[src/rtl/sync_fifo_pkg.sv]
// -----------------------------------------------------------------------------
// sync_fifo_pkg
//
// Shared definitions for the single-clock threshold FIFO family:
//   - default geometry and threshold constants
//   - pointer width helper (ASIZE+1: address bits plus one wrap bit)
//   - elaboration-time range checks for the threshold parameters
//   - the packed status-flag bundle and its reset/flush value
// -----------------------------------------------------------------------------
package sync_fifo_pkg;

  localparam int DEF_DSIZE    = 8;
  localparam int DEF_ASIZE    = 3;
  localparam int DEF_AF_LEVEL = 6;
  localparam int DEF_AE_LEVEL = 1;

  // Pointer width: the low ASIZE bits address memory, the extra MSB is the
  // wrap bit that distinguishes full from empty when the low bits are equal.
  function automatic int ptr_width(input int asize);
    return asize + 1;
  endfunction

  function automatic bit geometry_ok(input int dsize, input int asize);
    return (dsize >= 1) && (asize >= 1);
  endfunction

  // Almost-full threshold must be reachable and non-trivial: 1..DEPTH.
  function automatic bit af_level_ok(input int af_level, input int asize);
    return (af_level >= 1) && (af_level <= (1 << asize));
  endfunction

  // Almost-empty threshold: 0..DEPTH-1.
  function automatic bit ae_level_ok(input int ae_level, input int asize);
    return (ae_level >= 0) && (ae_level <= (1 << asize) - 1);
  endfunction

  // Occupancy-derived status flags, registered together.
  typedef struct packed {
    logic wr_full;
    logic wr_almost_full;
    logic rd_empty;
    logic rd_almost_empty;
  } flags_t;

  // Value of the flags for an empty FIFO (after reset or flush).
  localparam flags_t FLAGS_EMPTY = '{
    wr_full:         1'b0,
    wr_almost_full:  1'b0,
    rd_empty:        1'b1,
    rd_almost_empty: 1'b1
  };

endpackage : sync_fifo_pkg

[src/rtl/sync_fifo_mem.sv]
// -----------------------------------------------------------------------------
// sync_fifo_mem
//
// DSIZE x 2^ASIZE storage array for sync_fifo_thresh. One synchronous write
// port and one combinational read port; the FIFO top registers the read data,
// so all control and output timing lives there.
//
// Ports:
//   clk      in   write clock
//   wr_en    in   write strobe (already qualified by the top)
//   wr_addr  in   ASIZE  write address
//   wr_data  in   DSIZE  write data
//   rd_addr  in   ASIZE  read address
//   rd_data  out  DSIZE  contents at rd_addr
// -----------------------------------------------------------------------------
module sync_fifo_mem
  import sync_fifo_pkg::*;
#(
  parameter int DSIZE = DEF_DSIZE,
  parameter int ASIZE = DEF_ASIZE
) (
  input  logic             clk,
  input  logic             wr_en,
  input  logic [ASIZE-1:0] wr_addr,
  input  logic [DSIZE-1:0] wr_data,
  input  logic [ASIZE-1:0] rd_addr,
  output logic [DSIZE-1:0] rd_data
);

  localparam int DEPTH = 1 << ASIZE;

  logic [DSIZE-1:0] mem [DEPTH];

  // NOTE: the array has no reset; contents are only meaningful once written,
  // and the pointers/flags in the top decide what is valid. Resetting it would
  // prevent RAM inference for no functional gain.
  // NOTE: sequential state is updated with non-blocking assignments so every
  // register samples pre-edge values regardless of process ordering.
  always_ff @(posedge clk) begin
    if (wr_en) begin
      mem[wr_addr] <= wr_data;
    end
  end

  assign rd_data = mem[rd_addr];

endmodule : sync_fifo_mem

[src/rtl/sync_fifo_thresh.sv]
// -----------------------------------------------------------------------------
// sync_fifo_thresh
//
// Parametrised single-clock FIFO with programmable almost-full/almost-empty
// thresholds, occupancy count, sticky overflow/underflow flags and a
// synchronous flush. All outputs are registered.
//
// Build option:
//   SYNC_FIFO_FWFT_EN  defined   -> first-word-fall-through: rd_data always
//                                   shows the head entry while rd_empty=0.
//                      undefined -> standard: rd_data loads at the edge that
//                                   accepts a read (1-cycle latency), holds
//                                   otherwise.
//
// Parameters: DSIZE data width, ASIZE address width (DEPTH = 2^ASIZE),
//             AF_LEVEL almost-full threshold (1..DEPTH),
//             AE_LEVEL almost-empty threshold (0..DEPTH-1).
//
// Ports:
//   clk              in   clock, rising edge
//   rst              in   asynchronous active-low reset
//   clear            in   synchronous flush, overrides wr_inc/rd_inc
//   wr_data          in   DSIZE   write data
//   wr_inc           in   write request
//   wr_full          out  FIFO holds DEPTH entries
//   wr_almost_full   out  count >= AF_LEVEL
//   wr_overflow      out  sticky: write attempted while full
//   rd_inc           in   read request
//   rd_data          out  DSIZE   read data
//   rd_empty         out  FIFO holds 0 entries
//   rd_almost_empty  out  count <= AE_LEVEL
//   rd_underflow     out  sticky: read attempted while empty
//   count            out  ASIZE+1 occupancy, 0..DEPTH
// -----------------------------------------------------------------------------
module sync_fifo_thresh
  import sync_fifo_pkg::*;
#(
  parameter int DSIZE    = DEF_DSIZE,
  parameter int ASIZE    = DEF_ASIZE,
  parameter int AF_LEVEL = DEF_AF_LEVEL,
  parameter int AE_LEVEL = DEF_AE_LEVEL
) (
  input  logic             clk,
  input  logic             rst,
  input  logic             clear,
  input  logic [DSIZE-1:0] wr_data,
  input  logic             wr_inc,
  output logic             wr_full,
  output logic             wr_almost_full,
  output logic             wr_overflow,
  input  logic             rd_inc,
  output logic [DSIZE-1:0] rd_data,
  output logic             rd_empty,
  output logic             rd_almost_empty,
  output logic             rd_underflow,
  output logic [ASIZE:0]   count
);

  localparam int             PW     = ptr_width(ASIZE);
  localparam logic [PW-1:0]  AF_CNT = PW'(AF_LEVEL);
  localparam logic [PW-1:0]  AE_CNT = PW'(AE_LEVEL);

  // ---------------------------------------------------------------------------
  // Elaboration-time parameter checks
  // ---------------------------------------------------------------------------
  if (!geometry_ok(DSIZE, ASIZE)) begin : g_bad_geometry
    $error("sync_fifo_thresh: DSIZE and ASIZE must both be >= 1");
  end
  if (!af_level_ok(AF_LEVEL, ASIZE)) begin : g_bad_af_level
    $error("sync_fifo_thresh: AF_LEVEL must lie in 1..2**ASIZE");
  end
  if (!ae_level_ok(AE_LEVEL, ASIZE)) begin : g_bad_ae_level
    $error("sync_fifo_thresh: AE_LEVEL must lie in 0..2**ASIZE-1");
  end

  // ---------------------------------------------------------------------------
  // State and next-state signals
  // ---------------------------------------------------------------------------
  logic [PW-1:0]    wptr, rptr;
  logic [PW-1:0]    wptr_next, rptr_next, count_next;
  logic             wr_accept, rd_accept;
  flags_t           flags_next;
  logic [ASIZE-1:0] mem_rd_addr;
  logic [DSIZE-1:0] mem_rd_data;
  logic [DSIZE-1:0] rd_data_next;
  logic             rd_data_load;

  // Acceptance uses only the registered (pre-edge) flags. This gives the
  // required priority for free: at full a concurrent read is accepted and the
  // write rejected; at empty the write is accepted and the read rejected.
  assign wr_accept = wr_inc && !wr_full;
  assign rd_accept = rd_inc && !rd_empty;

  // NOTE: every variable driven here gets a default assignment first so no
  // path leaves it unassigned, which would otherwise infer a latch.
  always_comb begin
    wptr_next  = wptr + PW'(wr_accept);
    rptr_next  = rptr + PW'(rd_accept);
    count_next = count;
    if (wr_accept && !rd_accept) begin
      count_next = count + PW'(1);
    end else if (rd_accept && !wr_accept) begin
      count_next = count - PW'(1);
    end

    // Full/empty from the pointer pair; thresholds from the occupancy.
    flags_next.wr_full         = (wptr_next[ASIZE] != rptr_next[ASIZE]) &&
                                 (wptr_next[ASIZE-1:0] == rptr_next[ASIZE-1:0]);
    flags_next.rd_empty        = (wptr_next == rptr_next);
    flags_next.wr_almost_full  = (count_next >= AF_CNT);
    flags_next.rd_almost_empty = (count_next <= AE_CNT);
  end

  // ---------------------------------------------------------------------------
  // Read data path
  // ---------------------------------------------------------------------------
`ifdef SYNC_FIFO_FWFT_EN
  // The output register tracks the head of the post-edge FIFO. The head slot
  // is rptr_next; if that slot is being written at this same edge (FIFO empty,
  // or a single entry being popped while a new one arrives) the memory does
  // not hold it yet, so bypass wr_data. When the FIFO goes empty the register
  // simply holds, since its value is not meaningful then.
  assign mem_rd_addr  = rptr_next[ASIZE-1:0];
  assign rd_data_load = !flags_next.rd_empty;

  always_comb begin
    rd_data_next = mem_rd_data;
    if (wr_accept && (rptr_next == wptr)) begin
      rd_data_next = wr_data;
    end
  end
`else
  // Standard mode: the entry at the current read pointer is captured at the
  // edge that accepts the read and held until the next accepted read.
  assign mem_rd_addr  = rptr[ASIZE-1:0];
  assign rd_data_load = rd_accept;
  assign rd_data_next = mem_rd_data;
`endif

  // ---------------------------------------------------------------------------
  // Storage
  // ---------------------------------------------------------------------------
  // A flush overrides a concurrent write, so the memory write is masked too.
  sync_fifo_mem #(
    .DSIZE (DSIZE),
    .ASIZE (ASIZE)
  ) u_mem (
    .clk     (clk),
    .wr_en   (wr_accept && !clear),
    .wr_addr (wptr[ASIZE-1:0]),
    .wr_data (wr_data),
    .rd_addr (mem_rd_addr),
    .rd_data (mem_rd_data)
  );

  // ---------------------------------------------------------------------------
  // Registered state and outputs
  // ---------------------------------------------------------------------------
  always_ff @(posedge clk or negedge rst) begin
    if (!rst) begin
      wptr         <= '0;
      rptr         <= '0;
      count        <= '0;
      wr_overflow  <= 1'b0;
      rd_underflow <= 1'b0;
      rd_data      <= '0;
      {wr_full, wr_almost_full, rd_empty, rd_almost_empty} <= FLAGS_EMPTY;
    end else if (clear) begin
      wptr         <= '0;
      rptr         <= '0;
      count        <= '0;
      wr_overflow  <= 1'b0;
      rd_underflow <= 1'b0;
      rd_data      <= '0;
      {wr_full, wr_almost_full, rd_empty, rd_almost_empty} <= FLAGS_EMPTY;
    end else begin
      wptr  <= wptr_next;
      rptr  <= rptr_next;
      count <= count_next;
      {wr_full, wr_almost_full, rd_empty, rd_almost_empty} <= flags_next;
      if (wr_inc && wr_full) begin
        wr_overflow <= 1'b1;
      end
      if (rd_inc && rd_empty) begin
        rd_underflow <= 1'b1;
      end
      if (rd_data_load) begin
        rd_data <= rd_data_next;
      end
    end
  end

endmodule : sync_fifo_thresh

[config.mk]
export PLATFORM = sky130hd
export DESIGN_NAME = sync_fifo_thresh
export DESIGN_NICKNAME = d
export VERILOG_FILES = /design/src/rtl/sync_fifo_pkg.sv /design/src/rtl/sync_fifo_mem.sv /design/src/rtl/sync_fifo_thresh.sv
export SDC_FILE = /design/constraint.sdc
export NUM_CORES = 1
export LEC_CHECK = 0
export BUFFER_PORTS_ARGS = -buffer_cell sky130_fd_sc_hd__clkbuf_2
export CELL_PAD_IN_SITES_DETAIL_PLACEMENT = 1
export CELL_PAD_IN_SITES_GLOBAL_PLACEMENT = 2
export CORE_MARGIN = 2
export CORE_UTILIZATION = 33
export DETAILED_ROUTE_END_ITERATION = 6
export PLACE_DENSITY = 0.64
export SLEW_MARGIN = 10
export SYNTH_ARGS = -nofsm -noshare
export SYNTH_HDL_FRONTEND = slang
export SYNTH_HIERARCHICAL = 1
export SYNTH_SLANG_ARGS = --single-unit
[constraint.sdc]
create_clock -name clk -period 2.5 [get_ports clk]
set_clock_uncertainty 0.1 [all_clocks]
set_input_delay 0.125 -clock clk [delete_from_list [all_inputs] [get_ports clk]]
set_output_delay 0.125 -clock clk [all_outputs]
set_load 0.1 [all_outputs]
==> results of run 1 <==
[power breakdown]
group | switching (mW) | internal [mW] | leakage [nW] | total (mW)
logic | 0.502 | 0.215 | 0.668 | 0.717
registers | 0.0453 | 1.67 | 0.927 | 1.71
clock network | 0.618 | 0.702 | 0.145 | 1.32
[worst max-delay path: stages (launching register included)]
cell and delay, ns:
dfstp_2 0.55, nand2b_4 0.20, inv_2 0.14, ha_1 0.22, ha_1 0.19, xnor2_1 0.24, xnor2_1 0.17, nand3_1 0.10
nor3_1 0.13
[registers in the layout (all words and copies together) (netlist names), 4 cells and up]
register,cells
wptr,4
rptr,4
rd_data,8
count,4
u_mem/mem,64
[layer usage]
metal	vias to the layer above	wire length (um)
met5	-	0
met4	0	104
met3	8	213
met2	36	3700
met1	1018	3550
li1	960	-
[placed cells by master (no fill, tap or decap), types with 3 or more instances in the layout]
cell type and n:
a21oi_1 11, and3_1 3, buf_4 16, clkbuf_16 9
clkbuf_2 30, dfrtp_1 24, dlygate4sd3_1 11, edfxtp_1 64
ha_1 6, inv_1 3, inv_6 3, mux2_2 8
mux4_1 15, nand2_1 18, nand2b_1 3, nand3_1 6
nor2_1 14, nor2b_1 4, nor3_1 5, xnor2_1 8
[cells by family (layout without fill, tap and decap cells)]
group | after synthesis | count (layout) | synth area share [%]
AOI/OAI and AO/OA | 15 | 15 | 2.26
xor gates and xnor gates | 10 | 10 | 2.33
adders and majority gates | 8 | 8 | 2.56
buffers and inverters | 15 | 78 | 2.43
DFF | 90 | 90 | 68.5
muxes | 25 | 25 | 14.1
and+or+nand+nor | 58 | 58 | 7.82
[cell type report]
type                    count  area, um^2
multi-input cells         116        1090
inverters                   5        18.8
clock buffers               9         225
well taps                 140         175
repair buffers             57         380
clock inverters             7        66.3
flip-flops and latches     90        2570
fillers                  1118        6450
[metrics by stage]
stage	utilization, %	power [mW]	setup slack [ns]
finish	41.3	3.75	0.375
global route	41.3	3.89	0.185
CTS	41.3	3.80	0.360
detailed placement	37.6	2.46	0.369
global placement	37.6	2.45	0.413
floorplan	-	2.33	0.0851
[worst paths after layout]
kind                              from           to  slack, ns  depth (start not counted)
max                           rd_empty      wr_full       0.37                          8
min                              clear      rptr[2]       0.16                          3
max reg2reg                   rd_empty      wr_full       0.37                          8
min reg2reg                wr_overflow  wr_overflow       0.40                          2
max in group asynchronous          rst      wptr[0]       1.60                          2
min in group asynchronous          rst   rd_data[3]       0.26                          2
==> qor.csv, run 1 <==
stage,metric,value,unit
status,status,completed,
grt,peak-usage layer in the global routing report,met2,
timing,"Hold Vio Cnt, Final",0,
route,DRC,0,
worst_setup_path,CP Capture Type,register,
layout,Nets,298,
route,WL/cell,17.9,um
cts,Max Root-Sink Buffers,2,
cts,H-tree level count,3,
job,Max-cap violations,0,
pwr,Power Dens Cells,827,mW/mm^2
floorplanning,Rows,38,
cts,"Reg clk slew, reported paths",0.07,ns
timing,Slew HR,54.6,%
cts,CTS Buf Count,9,
grt,first-pass GRT wire length,12.0,mm
floorplanning,Die Area,0.0123,mm^2
timing,fin. max-slew vios,0,
worst_setup_path,CP arrival,2.29,ns
synth,Synth Flop Type,edfxtp_1,
synth,"area leader, netlist",edfxtp_1,
timing,crit share post-route,85.0,%
timing,setup TNS,0,ns
cts,CTS root buf,clkbuf_16,
grt,GR Util met1,16.9,%
route,vias per std cell,4.77,
timing,pin slew with the least headroom to its limit,0.681,ns
synth,largest cells by area after synthesis,"edfxtp_1 51%, dfrtp_1 16%, mux4_1 10%",
worst_setup_path,startpoint types,register,
synth,Syn Nets,240,
synth,Netlist Area Pre-Place,0.00376,mm^2
placement,DP Area,0.00413,mm^2
cts,clock tree sinks,90,
grt,GRT met2 Usage,21.3,%
layout,cell area after layout,0.00453,mm^2
cts,CTS Hold Buffers Added,11,
synth,yosys warns,6,
min_path,Hold Path Class,in -> reg,
worst_setup_path,crit path kind,reg -> reg,
floorplanning,Die Ht,111,um
synth,Synth top area share,51.1,%
synth,synthesized area per cell,17.0,um^2
timing,RSZ-0062 raised after global routing,false,
grt,vias in the first global route,2101,
timing,final setup fails,0,
grt,met3 Use GR,2.84,%
placement,GP Congestion,0.683,
grt,total global-route track usage,13.0,%
cts,Post-CTS Setup Inserts,0,
grt,largest net degree at the start of global routing,27,
route,WL final,7.57,mm
synth,most frequent cell after synthesis,edfxtp_1,
layout,antenna cells,0,
timing,Tmin final,2.13,ns
synth,#FFs+latches synth,90,
route,Vias,2022,
placement,placed cells,397,
worst_setup_path,CP required,2.66,ns
pwr,leak pwr,1.74,nW
floorplanning,Core Box Area,0.0110,mm^2
synth,number of flops mapped to enable cells by yosys,64,
route,post-route ant nets,0,
synth,cell count after synthesis,221,
synth,Netlist cell types,34,
cts,CTS tree,built,
layout,Layout area overhead,20.6,%
layout,Layout Cells excl Fill,424,
grt,initial antenna violation count,0,
route,First-pass DRT Iterations,4,
timing,hold slack,0.162,ns
synth,Commonest cells post-synth,"64 x edfxtp_1, 24 x dfrtp_1, 18 x nand2_1, 15 x mux4_1, 14 x nor2_1",
cts,post_cts resized,0,
floorplanning,initial core utilization,34.2,%
cts,clk_lat worst skew,0.34,ns
grt,Congestion Overflow GR,0,
layout,layout cell share with drive strength beyond 1,28.9,%
synth,async set or reset register ratio after synthesis,28.9,%
placement,port bufs,30,
placement,dpl hpwl,5.08,mm
route,detailed router's first-iteration violation count,50,
pwr,worst-case vdd ir drop,0.000388,V
floorplanning,I/O pins,31,
timing,Max Freq,471,MHz
synth,sequential area share after synthesis,68.5,%
floorplanning,Die W,111,um
worst_setup_path,Max Fanout on Critical Path,13,
Power figures use the tool's default switching activity.
==> run 2, diff against run 1 <==
CORE_MARGIN = not set   (was 2)
PLACE_DENSITY = 0.69   (was 0.64)
==> qor.csv, run 2 (synthesized netlist as in run 1, its figures left out) <==
stage,metric,value,unit
status,status,completed,
layout,"commonest non-fill, non-tap cell in the layout",edfxtp_1,
grt,initial antenna violation count,0,
pwr,sequential share of power,46.5,%
grt,Congestion Overflow GR,0,
cts,"Reg clk slew, reported paths",0.06,ns
job,Max-cap violations,0,
cts,CTS tree,built,
placement,port bufs,30,
pwr,Power Dens Cells,816,mW/mm^2
worst_setup_path,slowest CP cell,dfstp_2,
worst_setup_path,Max Fanout on Critical Path,13,
route,Vias,2017,
placement,pre-CTS setup slack,0.395,ns
min_path,Hold Path Class,in -> reg,
cts,CTS Buf Count,9,
worst_setup_path,startpoint types,register,
route,First-pass DRT Iterations,4,
cts,clk_lat worst skew,0.34,ns
pwr,worst-case vdd ir drop,0.000592,V
floorplanning,Die Area,0.0118,mm^2
route,DRC,0,
timing,crit share post-route,84.1,%
cts,H-tree level count,3,
pwr,Internal,2.57,mW
worst_setup_path,cells along the critical path,nand2b_4 > inv_2 > ha_1 > ha_1 > xnor2_1 > xnor2_1 > nand3_1 > nor3_1,
pwr,Clk pwr share,34.0,%
route,post-route ant nets,0,
timing,post-route setup slack,0.399,ns
worst_setup_path,flop-to-flop setup slack,0.40,ns
min_path,hold path start,clear,
layout,largest register by flop count,u_mem/mem,
layout,layout cell share with drive strength beyond 1,27.9,%
route,WL final,7.47,mm
placement,dpl hpwl,4.92,mm
cts,CTS Hold Buffers Added,11,
cts,post_cts resized,0,
timing,RSZ-0062 raised after global routing,false,
pwr,leak pwr,1.71,nW
grt,largest net degree at the start of global routing,27,
timing,setup TNS,0,ns
layout,antenna cells,0,
floorplanning,I/O pins,31,
cts,CTS root buf,clkbuf_16,
worst_setup_path,CP Capture Type,register,
route,WL/cell,17.6,um
placement,GP Congestion,0.667,
grt,total global-route track usage,14.5,%
floorplanning,Die Ht,109,um
route,vias per std cell,4.77,
pwr,Gate power share,19.5,%
layout,Largest register FFs,64,
timing,final setup fails,0,
layout,Nets,297,
layout,Layout area overhead,19.9,%
layout,cell area after layout,0.00451,mm^2
route,detailed router's first-iteration violation count,101,
layout,Top Registers,"u_mem/mem x64, rd_data x8",
timing,Max Freq,476,MHz
timing,Slew HR,55.4,%
pwr,total power,3.68,mW
floorplanning,Die W,109,um
placement,DP Area,0.00412,mm^2
floorplanning,initial core utilization,34.2,%
worst_setup_path,CP arrival,2.26,ns
cts,clock tree sinks,90,
layout,"commonest cells after routing, fill and taps aside","64 x edfxtp_1, 30 x clkbuf_2, 24 x dfrtp_1",
floorplanning,Core Box Area,0.0110,mm^2
grt,vias in the first global route,2070,
timing,Tmin final,2.10,ns
worst_setup_path,Crit path largest cell delay,0.54,ns
worst_setup_path,crit path kind,reg -> reg,
timing,fin. max-slew vios,0,
floorplanning,Rows,38,
cts,Post-CTS Setup Inserts,0,
worst_setup_path,start of the worst register-to-register path,rd_empty,
timing,pin slew with the least headroom to its limit,0.669,ns
timing,"Hold Vio Cnt, Final",0,
worst_setup_path,CP required,2.66,ns
grt,first-pass GRT wire length,11.8,mm
cts,Max Root-Sink Buffers,2,
worst_setup_path,crit path launch,rd_empty,
pwr,Sw Ratio,30.3,%
pwr,sw power,1.11,mW
==> run 2: cell types whose count changed in the layout (fill, tap and decap cells not counted) <==
cell / change
inv_6: -1
clkinvlp_4: +3
inv_8: -2
clkinv_4: -2
buf_4: -1
clkbuf_1: +2
==> run 2: worst max-delay path: cells and delay by family (launching register included) <==
kind | cells | cell delay (ns)
buf+inv | 1 | 0.14
simple gates | 3 | 0.42
flops | 1 | 0.54
fa+ha+maj | 2 | 0.42
xor+xnor | 2 | 0.40
==> run 2: final timing paths <==
kind | to | depth (start not counted)
min in group asynchronous | rd_data[7] | 2
max in group asynchronous | wptr[1] | 2
hold / removal | count[0] | 3
hold reg to reg | rd_underflow | 2
setup reg to reg | wr_full | 8
setup / recovery | wr_full | 8
==> run 2: power groups by stage <==
stage / logic (mW) / clock network, mW / registers, mW
floorplan: 0.300 / 0 / 2.03
global placement: 0.702 / 0 / 1.74
detailed placement: 0.708 / 0 / 1.75
CTS: 0.724 / 1.30 / 1.71
global route: 0.766 / 1.35 / 1.72
finish: 0.716 / 1.25 / 1.71
==> run 2: layout make-up <==
cell class / instances / area (um^2)
clock buffer: 11 / 233
clock inverter: 5 / 40.0
fill: 1108 / 6480
inverter: 5 / 18.8
multi-input combinational: 116 / 1090
sequential: 90 / 2570
tap: 140 / 175
timing repair buffer: 56 / 373
==> run 2: per-layer routing <==
layer	GRT usage (%)	up-vias	wire, um
li1	-	953	-
met3	4.90	8	272
met4	6.37	0	146
met1	19.0	1018	3590
met5	0	-	0
met2	21.7	38	3460
==> run 2: through the flow <==
stage / util [%] / hold slack [ns] / cells
floorplan: - / -0.271 / 221
global placement: 37.5 / 0.0906 / 396
detailed placement: 37.5 / 0.0985 / 396
CTS: 41.0 / 0.148 / 423
global route: 41.0 / 0.176 / 423
finish: 41.0 / 0.161 / 423
==> run 3, diff against run 2 <==
clock period = 2 ns   (was 2.5 ns; I/O delays follow)
==> qor.csv, run 3 (synthesized netlist as in run 1, its figures left out) <==
stage,metric,value,unit
status,status,completed,
min_path,Hold Path Class,in -> reg,
layout,Largest register FFs,64,
layout,layout cell share with drive strength beyond 1,32.9,%
placement,port bufs,30,
layout,"commonest cells after routing, fill and taps aside","64 x edfxtp_1, 30 x clkbuf_2, 21 x dfrtp_1",
worst_setup_path,slowest CP cell,mux4_1,
worst_setup_path,startpoint types,register,
route,WL/cell,18.1,um
cts,CTS root buf,clkbuf_16,
worst_setup_path,Crit path largest cell delay,0.60,ns
timing,final setup fails,0,
floorplanning,I/O pins,31,
timing,RSZ-0062 raised after global routing,false,
timing,pin slew with the least headroom to its limit,0.675,ns
pwr,Clk pwr share,35.9,%
floorplanning,initial core utilization,34.2,%
placement,GP Congestion,0.704,
cts,clk_lat worst skew,0.34,ns
route,Vias,2015,
route,First-pass DRT Iterations,4,
layout,Top Registers,"u_mem/mem x64, rd_data x8",
timing,Tmin final,1.87,ns
timing,crit share post-route,93.6,%
pwr,Gate power share,19.5,%
pwr,sw power,1.44,mW
cts,H-tree level count,3,
route,DRC,0,
layout,largest register by flop count,u_mem/mem,
grt,largest net degree at the start of global routing,27,
floorplanning,Die W,109,um
layout,"commonest non-fill, non-tap cell in the layout",edfxtp_1,
placement,pre-CTS setup slack,0.0747,ns
grt,vias in the first global route,2070,
floorplanning,Die Ht,109,um
layout,Layout fillers,1110,
layout,Layout area overhead,23.4,%
grt,Congestion Overflow GR,0,
timing,"Hold Vio Cnt, Final",0,
route,post-route ant nets,0,
worst_setup_path,CP Capture Type,register,
layout,Nets,301,
worst_setup_path,Top delay family on crit path,multiplexers,
pwr,Sw Ratio,30.0,%
pwr,Power Dens Cells,1040,mW/mm^2
pwr,worst-case vdd ir drop,0.000570,V
pwr,total power,4.82,mW
cts,"Reg clk slew, reported paths",0.07,ns
floorplanning,Rows,38,
route,detailed router's first-iteration violation count,73,
floorplanning,Die Area,0.0118,mm^2
timing,post-route setup slack,0.127,ns
worst_setup_path,Max Fanout on Critical Path,16,
grt,initial antenna violation count,0,
timing,Max Freq,534,MHz
pwr,Internal,3.37,mW
floorplanning,Core Box Area,0.0110,mm^2
cts,CTS Buf Count,9,
pwr,leak pwr,1.76,nW
pwr,sequential share of power,44.6,%
worst_setup_path,CP required,2.11,ns
worst_setup_path,CP arrival,1.99,ns
layout,antenna cells,0,
worst_setup_path,CP Depth,5,
worst_setup_path,Reg2Reg Depth,5,
route,WL final,7.70,mm
timing,fin. max-slew vios,0,
placement,dpl hpwl,5.18,mm
cts,CTS tree,built,
worst_setup_path,crit path kind,reg -> reg,
grt,first-pass GRT wire length,11.9,mm
grt,total global-route track usage,14.3,%
route,vias per std cell,4.73,
worst_setup_path,cells along the critical path,buf_12 > mux4_1 > mux2_2 > nand2_1 > a21oi_1,
timing,Slew HR,55.0,%
cts,Max Root-Sink Buffers,2,
min_path,Hold Path Depth,3,
worst_setup_path,combined buffer and inverter count along the critical path,1,
job,Max-cap violations,0,
cts,clock tree sinks,90,
[run 3: final cells by class]
| cell class | instances | area (um^2) | area share, % |
|---|---|---|---|
| clock inverters | 6 | 72.6 | 1.57 |
| repair buffers | 60 | 415 | 8.96 |
| inverters | 5 | 18.8 | 0.405 |
| multi-input cells | 116 | 1150 | 24.7 |
| clock buffers | 9 | 225 | 4.86 |
| flip-flops and latches | 90 | 2580 | 55.7 |
| well taps | 140 | 175 | 3.78 |
[run 3: power groups by stage]
stage	clock, mW	combinational, mW	sequential (mW)
floorplan	0	0.386	2.54
global placement	0	0.923	2.19
detailed placement	0	0.930	2.19
CTS	1.78	0.950	2.15
global route	1.84	1.00	2.16
finish	1.73	0.938	2.15
[run 3: timing repair]
action	in CTS	in global routing
endpoints found under the hold margin	90	0
endpoints found under the setup margin	0	1
setup buffers	0	0
hold buffers	11	0
resized for setup	0	2
[run 3: tightest hold or removal path: stages]
cell	delay, ns
clkbuf_2	0.10
buf_4	0.22
nor2_1	0.12
[run 3: metal layers]
layer | share of wire, % | track usage, % | vias to the layer above
met5 | 0 | 0 | -
met4 | 1.4 | 5.50 | 0
met3 | 2.9 | 2.93 | 9
met2 | 48 | 22.5 | 38
met1 | 48 | 19.5 | 1010
li1 | - | - | 958
[run 3: path summary, 6_finish.rpt]
kind,start,to,slack (ns)
worst max register to register,rptr[0],rd_data[2],0.13
worst min register to register,rd_underflow,rd_underflow,0.41
worst min-delay path,clear,rd_underflow,0.14
min in group asynchronous,rst,count[3],0.23
max in group asynchronous,rst,wr_full,1.10
worst max-delay path,rptr[0],rd_data[2],0.13
[run 3: stage by stage]
stage | util [%] | setup TNS [ns] | std cells | hold WS, ns | cell area [um^2]
after floorplan | - | -0.269 | 221 | -0.296 | 3810
after global placement | 38.4 | 0 | 400 | 0.0618 | 4220
after detailed placement | 38.4 | 0 | 400 | 0.0777 | 4220
after CTS | 42.1 | 0 | 426 | 0.137 | 4620
after global routing | 42.2 | 0 | 426 | 0.154 | 4640
final | 42.2 | 0 | 426 | 0.137 | 4640
